<file path="src/rtl/t_pulse_gen_pkg.sv">
// Shared constants for the toggle-request generator: state encoding, mode
// values and default field widths.
package t_pulse_pkg;

    localparam int PW_DEF = 8;
    localparam int CW_DEF = 8;

    localparam int ST_W = 2;
    localparam logic [ST_W-1:0] ST_IDLE = 2'd0;
    localparam logic [ST_W-1:0] ST_RUN  = 2'd1;
    localparam logic [ST_W-1:0] ST_DONE = 2'd2;

    localparam logic MODE_CONT  = 1'b0;
    localparam logic MODE_BURST = 1'b1;

endpackage

</file>
<file path="src/rtl/t_pulse_gen_pulse_timer.sv">
// Reloadable period down-counter. expire marks the cycle whose edge should
// launch a pulse; a period of 0 is clamped to 1 so the timer never stalls.
module pulse_timer #(
    parameter int PW = t_pulse_pkg::PW_DEF
) (
    input  logic          clk,
    input  logic          rst,
    input  logic          load,
    input  logic          en,
    input  logic [PW-1:0] period,
    output logic          expire
);

    localparam logic [PW-1:0] ONE = {{(PW-1){1'b0}}, 1'b1};

    logic [PW-1:0] cnt_q;
    logic [PW-1:0] cnt_d;
    logic [PW-1:0] reload;

    assign reload = (period == '0) ? ONE : period;
    assign expire = en && (cnt_q == ONE);

    always_comb begin
        cnt_d = cnt_q;
        if (load) begin
            cnt_d = reload;
        end else if (en) begin
            cnt_d = expire ? reload : (cnt_q - ONE);
        end
    end

    always_ff @(posedge clk) begin
        if (rst) begin
            cnt_q <= '0;
        end else begin
            cnt_q <= cnt_d;
        end
    end

endmodule

</file>
<file path="src/rtl/t_pulse_gen.sv">
// Toggle-request generator: after an accepted start it drives single-cycle
// t pulses at a latched period, either continuously or for a fixed burst.
module t_pulse_gen
    import t_pulse_pkg::*;
#(
    parameter int PW = PW_DEF,
    parameter int CW = CW_DEF
) (
    input  logic          clk,
    input  logic          rst,
    input  logic          start,
    input  logic          stop,
    input  logic          mode,
    input  logic [PW-1:0] period,
    input  logic [CW-1:0] burst_len,
    output logic          t,
    output logic          busy,
    output logic          done,
    output logic [CW-1:0] pulse_cnt
);

    localparam logic [CW-1:0] CNT_ONE = {{(CW-1){1'b0}}, 1'b1};

    logic [ST_W-1:0] state_q, state_d;
    logic            t_q, t_d;
    logic            busy_q, busy_d;
    logic            done_q, done_d;
    logic [CW-1:0]   pulse_cnt_q, pulse_cnt_d;

    logic            mode_q, mode_d;
    logic [PW-1:0]   period_q, period_d;
    logic [CW-1:0]   blen_q, blen_d;

    logic            start_ok;
    logic            zero_burst;
    logic            burst_full;
    logic            timer_en;
    logic            timer_expire;
    logic [PW-1:0]   timer_period;

    // stop dominates start in IDLE, so a simultaneous request never launches.
    assign start_ok   = (state_q == ST_IDLE) && start && !stop;
    assign zero_burst = (mode == MODE_BURST) && (burst_len == '0);
    assign burst_full = (mode_q != MODE_CONT) && (pulse_cnt_q == blen_q);
    assign timer_en   = (state_q == ST_RUN);

    // The timer loads straight from the inputs on the accepting edge, since
    // the shadow copy only becomes visible a cycle later.
    assign timer_period = start_ok ? period : period_q;

    pulse_timer #(
        .PW(PW)
    ) u_timer (
        .clk   (clk),
        .rst   (rst),
        .load  (start_ok),
        .en    (timer_en),
        .period(timer_period),
        .expire(timer_expire)
    );

    always_comb begin
        state_d     = state_q;
        t_d         = 1'b0;
        busy_d      = 1'b0;
        done_d      = 1'b0;
        pulse_cnt_d = pulse_cnt_q;
        mode_d      = mode_q;
        period_d    = period_q;
        blen_d      = blen_q;

        case (state_q)
            ST_IDLE: begin
                if (start_ok) begin
                    mode_d   = mode;
                    period_d = period;
                    blen_d   = burst_len;
                    if (zero_burst) begin
                        state_d     = ST_DONE;
                        done_d      = 1'b1;
                        pulse_cnt_d = '0;
                    end else begin
                        // The first pulse goes out on the accepting edge itself.
                        state_d     = ST_RUN;
                        busy_d      = 1'b1;
                        t_d         = 1'b1;
                        pulse_cnt_d = CNT_ONE;
                    end
                end
            end
            ST_RUN: begin
                if (stop) begin
                    state_d = ST_IDLE;
                end else if (burst_full) begin
                    state_d = ST_DONE;
                    done_d  = 1'b1;
                end else begin
                    busy_d = 1'b1;
                    if (timer_expire) begin
                        t_d         = 1'b1;
                        pulse_cnt_d = pulse_cnt_q + CNT_ONE;
                    end
                end
            end
            ST_DONE: begin
                state_d = ST_IDLE;
            end
            default: begin
                state_d = ST_IDLE;
            end
        endcase
    end

    always_ff @(posedge clk) begin
        if (rst) begin
            state_q     <= ST_IDLE;
            t_q         <= 1'b0;
            busy_q      <= 1'b0;
            done_q      <= 1'b0;
            pulse_cnt_q <= '0;
            mode_q      <= 1'b0;
            period_q    <= '0;
            blen_q      <= '0;
        end else begin
            state_q     <= state_d;
            t_q         <= t_d;
            busy_q      <= busy_d;
            done_q      <= done_d;
            pulse_cnt_q <= pulse_cnt_d;
            mode_q      <= mode_d;
            period_q    <= period_d;
            blen_q      <= blen_d;
        end
    end

    assign t         = t_q;
    assign busy      = busy_q;
    assign done      = done_q;
    assign pulse_cnt = pulse_cnt_q;

endmodule

</file>
<file path="config.mk">
export PLATFORM = sky130hd
export DESIGN_NAME = t_pulse_gen
export DESIGN_NICKNAME = d
export VERILOG_FILES = /design/src/rtl/t_pulse_gen_pkg.sv /design/src/rtl/t_pulse_gen_pulse_timer.sv /design/src/rtl/t_pulse_gen.sv
export SDC_FILE = /design/constraint.sdc
export NUM_CORES = 1
export LEC_CHECK = 0
export BUFFER_PORTS_ARGS = -buffer_cell sky130_fd_sc_hd__buf_2
export CORE_MARGIN = 5
export CORE_UTILIZATION = 45
export CTS_BUF_LIST = sky130_fd_sc_hd__clkbuf_16
export CTS_CLUSTER_DIAMETER = 150
export CTS_CLUSTER_SIZE = 20
export DETAILED_ROUTE_END_ITERATION = 7
export PLACE_DENSITY = 0.66
export SYNTH_ARGS = -nofsm -noshare
export SYNTH_HDL_FRONTEND = slang
export SYNTH_SLANG_ARGS = --single-unit
</file>
<file path="constraint.sdc">
create_clock -name clk -period 2.5 [get_ports clk]
set_input_delay 0.375 -clock clk [delete_from_list [all_inputs] [get_ports clk]]
set_output_delay 0.375 -clock clk [all_outputs]
set_load 0.01 [all_outputs]
</file>
==> load_flow_metrics.sql, run 1 <==
INSERT INTO impl_metrics (metric_group, metric, value, unit) VALUES
('synthesis', 'mappedNetlistNets', '265', ''),
('synthesis', 'ys_seq_elements', '38', ''),
('setup_path', 'critical_path.slowest_cell', 'o31ai_2', ''),
('setup_path', 'worst-endpoint-arrival', '2.42', 'ns'),
('global_route', 'gr-total-overflow', '0', ''),
('finish', 'fillerInstances', '413', ''),
('placement', 'placement.io_buffers', '31', ''),
('detailed_routing', 'drt-total-wl', '4.997', 'mm'),
('synthesis', 'postSynth.asyncResetShare', '0', ''),
('global_route', 'overall_routing_resource_usage', '0.1913', ''),
('finish', 'antennaDiodeCount', '0', ''),
('detailed_routing', 'antenna_left', '0', ''),
('sta', 'setup_viol', '0', ''),
('power', 'powerDensity', '655.2', 'nW/um^2'),
('finish', 'drive_gt1_frac', '0.1771', ''),
('placement', 'place.detailed.hpwl', '3.522', 'mm'),
('sta', 'hold_violations', '0', ''),
('outcome', 'run_status', 'completed', ''),
('global_route', 'grt_start_max_net_pins', '41', ''),
('synthesis', 'synthCells', '241', ''),
('global_route', 'global_route_wire_length_before_repair', '8.266', 'mm'),
('setup_path', 'crit_path_cell_trace', 'xnor2_1, nand4_1, o31ai_2, a22oi_1, a221oi_1', ''),
('sta', 'max_slew_margin', '0.3603', ''),
('setup_path', 'timing.rr.start', 'pulse_cnt[2]$_SDFFE_PP0P_', ''),
('clocking', 'clock_tree.htree_level_count', '2', ''),
('finish', 'finalNetCount', '294', ''),
('synthesis', 'synth_warnings', '0', ''),
('detailed_routing', 'dr_total_vias', '1893', ''),
('synthesis', 'synth_enable_flop_cells', '0', ''),
('setup_path', 'r2r.worst_path.cells', '5', ''),
('synthesis', 'postSynth.topFlopCell', 'dfxtp_1', ''),
('clocking', 'tritoncts_num_sinks', '38', ''),
('flow_run', 'max_cap_viol_count', '0', ''),
('synthesis', 'post_synth_design_cell_area', '1937', 'sq um'),
('detailed_routing', 'routedWlPerCell', '15.57', 'um'),
('floorplanning', 'die_w', '75.61', 'um'),
('clocking', 'post-cts-setup-buffer-count', '0', ''),
('placement', 'gpl.final_weighted_congestion', '0.8473', ''),
('worst_hold_path', 'hold_end', 'period_q[0]$_SDFFE_PP0N_', ''),
('detailed_routing', 'firstDrtPassIters', '4', ''),
('worst_hold_path', 'hold_path.class', 'in -> reg', ''),
('floorplanning', 'core.rowCount', '23', ''),
('clocking', 'worstSkewPairLatency', '0.28', 'ns'),
('finish', 'final_util', '0.5570', ''),
('synthesis', 'synth_cell_types', '46', ''),
('worst_hold_path', 'hold-path-cell-count', '3', ''),
('worst_hold_path', 'holdCritStartpoint', 'period[0]', ''),
('setup_path', 'critical_path_class', 'reg -> reg', ''),
('power', 'totalPowerFinal', '1.491', 'mW'),
('sta', 'worst-slew-pin-transition', '0.9538', 'ns'),
('sta', 'total_negative_setup_slack', '0', 'ns'),
('global_route', 'number_of_antenna_violations_at_the_first_check_in_global_routing', '0', ''),
('setup_path', 'critical_path_buf_inv_count', '0', ''),
('sta', 'fin_skew', '0.007002', 'ns'),
('sta', 'final.min_clock_period', '2.227', 'ns'),
('setup_path', 'cp-start-kind', 'flip-flop', ''),
('clocking', 'ctsHoldBuffers', '0', ''),
('clocking', 'clock_tree.buffer_depth', '2', ''),
('setup_path', 'cp_slowest_stage_delay', '0.83', 'ns'),
('sta', 'slew_violations', '0', ''),
('detailed_routing', 'vias_per_cell', '5.897', ''),
('global_route', 'via_count_of_the_first_global_routing_pass', '1728', ''),
('power', 'power.static_leakage', '0.8321', 'nW'),
('power', 'irDropWorstVdd', '0.0004661', 'V'),
('setup_path', 'setup.worst_path.end_class', 'flip-flop', ''),
('setup_path', 'worst-path-max-fanout', '14', ''),
('clocking', 'cts_resizes', '0', ''),
('clocking', 'reg_clk_slew_reported_paths', '0.06', 'ns'),
('sta', 'achievable-frequency', '449.0', 'MHz'),
('clocking', 'cts-buffers-inserted', '5', ''),
('sta', 'grt_setup_unrepaired', 'false', '');
## power by group
| part | internal, mW | switching, mW |
|---|---|---|
| Combinational | 0.0889 | 0.125 |
| Sequential | 0.635 | 0.0324 |
| Clock | 0.364 | 0.246 |
## cell families (layout without fill, tap and decap cells)
family / after synthesis / count (layout) / synth area share
simple gates: 98 / 98 / 0.2487
compound gates: 74 / 74 / 0.2539
flops: 38 / 38 / 0.3928
buf+inv: 18 / 48 / 0.03876
xor+xnor: 8 / 8 / 0.03618
fa+ha+maj: 3 / 3 / 0.01938
mux: 2 / 2 / 0.01034
## final cells by class
type                    count  area [sq um]  area share
well taps                  50         62.56     0.02749
clock buffers               5         125.1     0.05498
inverters                   5         18.77    0.008246
multi-input cells         185          1107      0.4865
flip-flops and latches     38         760.7      0.3343
repair buffers             35         185.2     0.08136
clock inverters             3         16.27    0.007147
## layer usage
| layer | track usage | up-vias | routed length, um |
|---|---|---|---|
| met4 | 0.06019 | 0 | 65 |
| li1 | - | 943 | - |
| met1 | 0.2659 | 891 | 2384 |
| met2 | 0.2876 | 54 | 2229 |
| met5 | 0 | - | 0 |
| met3 | 0.05277 | 5 | 317 |
## cell usage after synthesis (all sizes together), types with 2 or more instances
library cell | instances | area share
nand2 | 49 | 0.095
dfxtp | 38 | 0.39
a21oi | 30 | 0.078
clkbuf | 12 | 0.023
o21ai | 10 | 0.026
nand3 | 9 | 0.023
nor2 | 8 | 0.016
nor3 | 8 | 0.021
xnor2 | 8 | 0.036
inv | 5 | 0.0097
nor4 | 5 | 0.024
a211oi | 4 | 0.016
a31oi | 4 | 0.013
or3 | 4 | 0.013
ha | 3 | 0.019
a2111o | 2 | 0.012
a211o | 2 | 0.0090
a22o | 2 | 0.0090
and2 | 2 | 0.0065
and3 | 2 | 0.0065
mux2i | 2 | 0.010
nand2b | 2 | 0.0065
nand4 | 2 | 0.0065
nor4b | 2 | 0.0090
o2111ai | 2 | 0.0090
o211ai | 2 | 0.0077
o221ai | 2 | 0.0090
o22a | 2 | 0.0090
o31ai | 2 | 0.010
o41ai | 2 | 0.0090
## per-stage QoR
step	instance area [sq um]	hold WS [ns]	setup slack, ns	cells
after floorplan	1937	0.4361	0.5633	241
after global placement	2135	0.4463	0.3975	313
after detailed placement	2135	0.4481	0.3133	313
after CTS	2276	0.3366	0.2967	321
after global routing	2276	0.3391	0.02539	321
final	2276	0.3375	0.2730	321
## worst max path at each step
stage	startpoint	slack (ns)	end	cells after the start
finish	pulse_cnt[2]$_SDFFE_PP0P_	0.27	pulse_cnt[0]$_SDFFE_PP0P_	5
global route	pulse_cnt[2]$_SDFFE_PP0P_	0.03	pulse_cnt[0]$_SDFFE_PP0P_	5
CTS	pulse_cnt[2]$_SDFFE_PP0P_	0.30	pulse_cnt[0]$_SDFFE_PP0P_	5
detailed placement	pulse_cnt[2]$_SDFFE_PP0P_	0.31	pulse_cnt[0]$_SDFFE_PP0P_	5
global placement	pulse_cnt[2]$_SDFFE_PP0P_	0.40	pulse_cnt[0]$_SDFFE_PP0P_	5
floorplan	u_timer.cnt_q[2]$_SDFFE_PP0P_	0.56	pulse_cnt[4]$_SDFFE_PP0P_	6
## state kept, by name, indices dropped and copies added (netlist names)
signal         count
busy               1
blen_q             8
done               1
pulse_cnt          8
u_timer.cnt_q      8
t                  1
period_q           8
mode_q             1
state_q            2
## tightest hold or removal path, delay by kind of cell
family	cells	cell delay, ns
buf+inv	1	0.10
compound gates	1	0.05
simple gates	1	0.05
## cells in the final DEF (no fill, tap or decap), drive strengths merged, types with 3 or more instances in the layout
master,n
inv,5
buf,35
a31oi,4
nand3,9
nor3,8
nor2,8
a211oi,4
or3,4
nor4,5
dfxtp,38
a21oi,30
clkbuf,5
o21ai,10
nand2,49
xnor2,8
ha,3
Power figures use the tool's default switching activity.
==> run 2: changes to the inputs <==
==> constraint.sdc (replaced) <==
create_clock -name clk -period 2.5 [get_ports clk]
set_input_delay 0.125 -clock clk [delete_from_list [all_inputs] [get_ports clk]]
set_output_delay 0.125 -clock clk [all_outputs]
set_load 0.01 [all_outputs]
==> run 2 against run 1 <==
  * Clock-buffer cell count is the same
  * Utilization grew 0.12 points
  * Via count shrank 3.0%
  * Final cell count shrank 0.31%
  * Global-route usage shrank 1.6 points
  * Largest cell class unchanged
==> load_flow_metrics.sql, run 2 (same netlist as run 1, synthesis figures left out) <==
INSERT INTO impl_metrics (metric_group, metric, value, unit) VALUES
('clocking', 'ctsHoldBuffers', '0', ''),
('global_route', 'via_count_of_the_first_global_routing_pass', '1692', ''),
('clocking', 'clock_tree.htree_level_count', '2', ''),
('clocking', 'cts_resizes', '0', ''),
('global_route', 'overall_routing_resource_usage', '0.1749', ''),
('global_route', 'gr-total-overflow', '0', ''),
('setup_path', 'worst_path_required_time', '2.68', 'ns'),
('setup_path', 'setup.worst_path.end_class', 'flip-flop', ''),
('placement', 'placed_inst_area', '2140', 'sq um'),
('finish', 'fillerInstances', '403', ''),
('setup_path', 'crit_path_cell_trace', 'xnor2_1, nand4_1, o31ai_2, a22oi_1, a221oi_1', ''),
('clocking', 'clk_root_buf', 'clkbuf_16', ''),
('detailed_routing', 'dr_total_vias', '1836', ''),
('setup_path', 'crit_path_start', 'pulse_cnt[2]$_SDFFE_PP0P_', ''),
('floorplanning', 'core.rowCount', '23', ''),
('finish', 'area_used_by_multi_input_combinational_logic', '1107', 'sq um'),
('finish', 'final_design_instance_area_without_fill', '2281', 'sq um'),
('power', 'power.static_leakage', '0.8330', 'nW'),
('clocking', 'worstSkewPairLatency', '0.28', 'ns'),
('sta', 'final.min_clock_period', '2.191', 'ns'),
('floorplanning', 'initial_core_utilization', '0.4740', ''),
('outcome', 'run_status', 'completed', ''),
('finish', 'antennaDiodeCount', '0', ''),
('placement', 'placement.io_buffers', '31', ''),
('finish', 'most-common-layout-cells', '49 x nand2_1, 38 x dfxtp_1, 31 x buf_2', ''),
('finish', 'area_added_between_synthesis_and_finish', '17.76', '%'),
('detailed_routing', 'routedWlPerCell', '14.43', 'um'),
('floorplanning', 'die_height', '75.61', 'um'),
('detailed_routing', 'antenna_left', '0', ''),
('finish', 'area.sequential', '760.7', 'sq um'),
('clocking', 'cts-buffers-inserted', '5', ''),
('setup_path', 'worst-endpoint-arrival', '2.37', 'ns'),
('setup_path', 'r2r.worst_path.cells', '5', ''),
('sta', 'fin_skew', '0.008021', 'ns'),
('floorplanning', 'design.core.area', '4086', 'sq um'),
('detailed_routing', 'drt-total-wl', '4.616', 'mm'),
('sta', 'achievable-frequency', '456.3', 'MHz'),
('finish', 'most_frequent_standard_cell_in_the_layout_excluding_fill_and_tap_cells', 'nand2_1', ''),
('finish', 'finalNetCount', '293', ''),
('global_route', 'number_of_antenna_violations_at_the_first_check_in_global_routing', '0', ''),
('sta', 'total_negative_setup_slack', '0', 'ns'),
('setup_path', 'critical_path_class', 'reg -> reg', ''),
('clocking', 'clock_tree.buffer_depth', '2', ''),
('finish', 'drive_gt1_frac', '0.1741', ''),
('setup_path', 'timing.rr.start', 'pulse_cnt[2]$_SDFFE_PP0P_', ''),
('sta', 'hold_violations', '0', ''),
('flow_run', 'max_cap_viol_count', '0', ''),
('setup_path', 'cp_slowest_stage_delay', '0.81', 'ns'),
('placement', 'gpl.final_weighted_congestion', '0.8326', ''),
('placement', 'place.detailed.hpwl', '3.273', 'mm'),
('clocking', 'clock_tree_from_tritoncts', 'yes', ''),
('setup_path', 'rr_endpoint', 'pulse_cnt[0]$_SDFFE_PP0P_', ''),
('sta', 'slew_violations', '0', ''),
('power', 'irDropWorstVdd', '0.0004274', 'V'),
('setup_path', 'critical_path_buf_inv_count', '0', ''),
('finish', 'final_util', '0.5582', ''),
('worst_hold_path', 'hold_path.class', 'in -> reg', ''),
('sta', 'min_period_over_period', '0.8766', ''),
('detailed_routing', 'drc', '0', ''),
('detailed_routing', 'detail_route.iter0.violations', '125', ''),
('sta', 'worst-slew-pin-transition', '0.9267', 'ns'),
('detailed_routing', 'firstDrtPassIters', '4', ''),
('sta', 'setup_viol', '0', ''),
('sta', 'grt_setup_unrepaired', 'false', ''),
('setup_path', 'worstSetupEndpoint', 'pulse_cnt[0]$_SDFFE_PP0P_', ''),
('clocking', 'post-cts-setup-buffer-count', '0', ''),
('detailed_routing', 'vias_per_cell', '5.738', ''),
('floorplanning', 'die_w', '75.61', 'um'),
('setup_path', 'worst-path-max-fanout', '14', ''),
('sta', 'max_slew_margin', '0.3785', ''),
('global_route', 'grt_start_max_net_pins', '41', ''),
('setup_path', 'critical_path.slowest_cell', 'o31ai_2', ''),
('setup_path', 'critical_path_cell_count', '5', ''),
('setup_path', 'cpLargestDelayFamily', 'compound AO/OA/AOI/OAI gates', ''),
('setup_path', 'worst-r2r-setup-slack', '0.31', 'ns'),
('setup_path', 'cp-start-kind', 'flip-flop', ''),
('floorplanning', 'dieArea', '5716', 'sq um'),
('floorplanning', 'floorplan.io_pins', '32', ''),
('global_route', 'global_route_wire_length_before_repair', '7.679', 'mm'),
('clocking', 'tritoncts_num_sinks', '38', ''),
('clocking', 'reg_clk_slew_reported_paths', '0.06', 'ns'),
('power', 'powerDensity', '646.5', 'nW/um^2');
## run 2: cell count changes in the layout (fill, tap and decap cells not counted)
| cell | previous run | this run |
|---|---|---|
| buf_12 | 0 | 1 |
| buf_4 | 4 | 2 |
## run 2: how the worst min path moves through the flow
stage                            start                     end  slack [ns]  cells after the start
final                     burst_len[7]  blen_q[7]$_SDFFE_PP0P_        0.09                      3
after detailed placement  burst_len[2]  blen_q[2]$_SDFFE_PP0P_        0.39                      3
after CTS                 burst_len[2]  blen_q[2]$_SDFFE_PP0P_        0.09                      3
after global placement            mode     mode_q$_SDFFE_PP0P_        0.38                      3
after floorplan                   mode     mode_q$_SDFFE_PP0P_        0.26                      2
after global routing      burst_len[1]  blen_q[1]$_SDFFE_PP0P_        0.08                      3
## run 2: final cells by class
type	count	share of cell area
tap	50	0.02743
clock buffer	5	0.05485
inverter	5	0.008228
sequential	38	0.3335
timing repair buffer	34	0.08338
multi-input combinational	185	0.4855
clock inverter	3	0.007131
## run 2: routing by layer
metal / part of all wire / vias to the layer above / GRT usage
met2: 0.42 / 44 / 0.2541
met1: 0.51 / 841 / 0.2549
met3: 0.057 / 5 / 0.04881
li1: - / 946 / -
met5: 0 / - / 0
met4: 0.0084 / 0 / 0.04466
## run 2: through the flow
stage	std cells	hold WS, ns	worst slack [ns]	power (mW)
after floorplan	241	0.2610	0.5633	0.8252
after global placement	312	0.3800	0.3943	0.8889
after detailed placement	312	0.3851	0.3171	0.8914
after CTS	320	0.08760	0.3144	1.489
after global routing	320	0.08416	0.07187	1.550
final	320	0.09184	0.3085	1.475
## run 2: worst register-to-register path, cell delays in order (launching register included)
cell and delay [ns]:
dfxtp_1 0.49, xnor2_1 0.16, nand4_1 0.17, o31ai_2 0.81, a22oi_1 0.21, a221oi_1 0.26
## run 2: power breakdown
group / switching (mW) / internal [mW] / total [mW]
logic: 0.124 / 0.0904 / 0.214
registers: 0.0311 / 0.635 / 0.666
clock network: 0.231 / 0.363 / 0.594
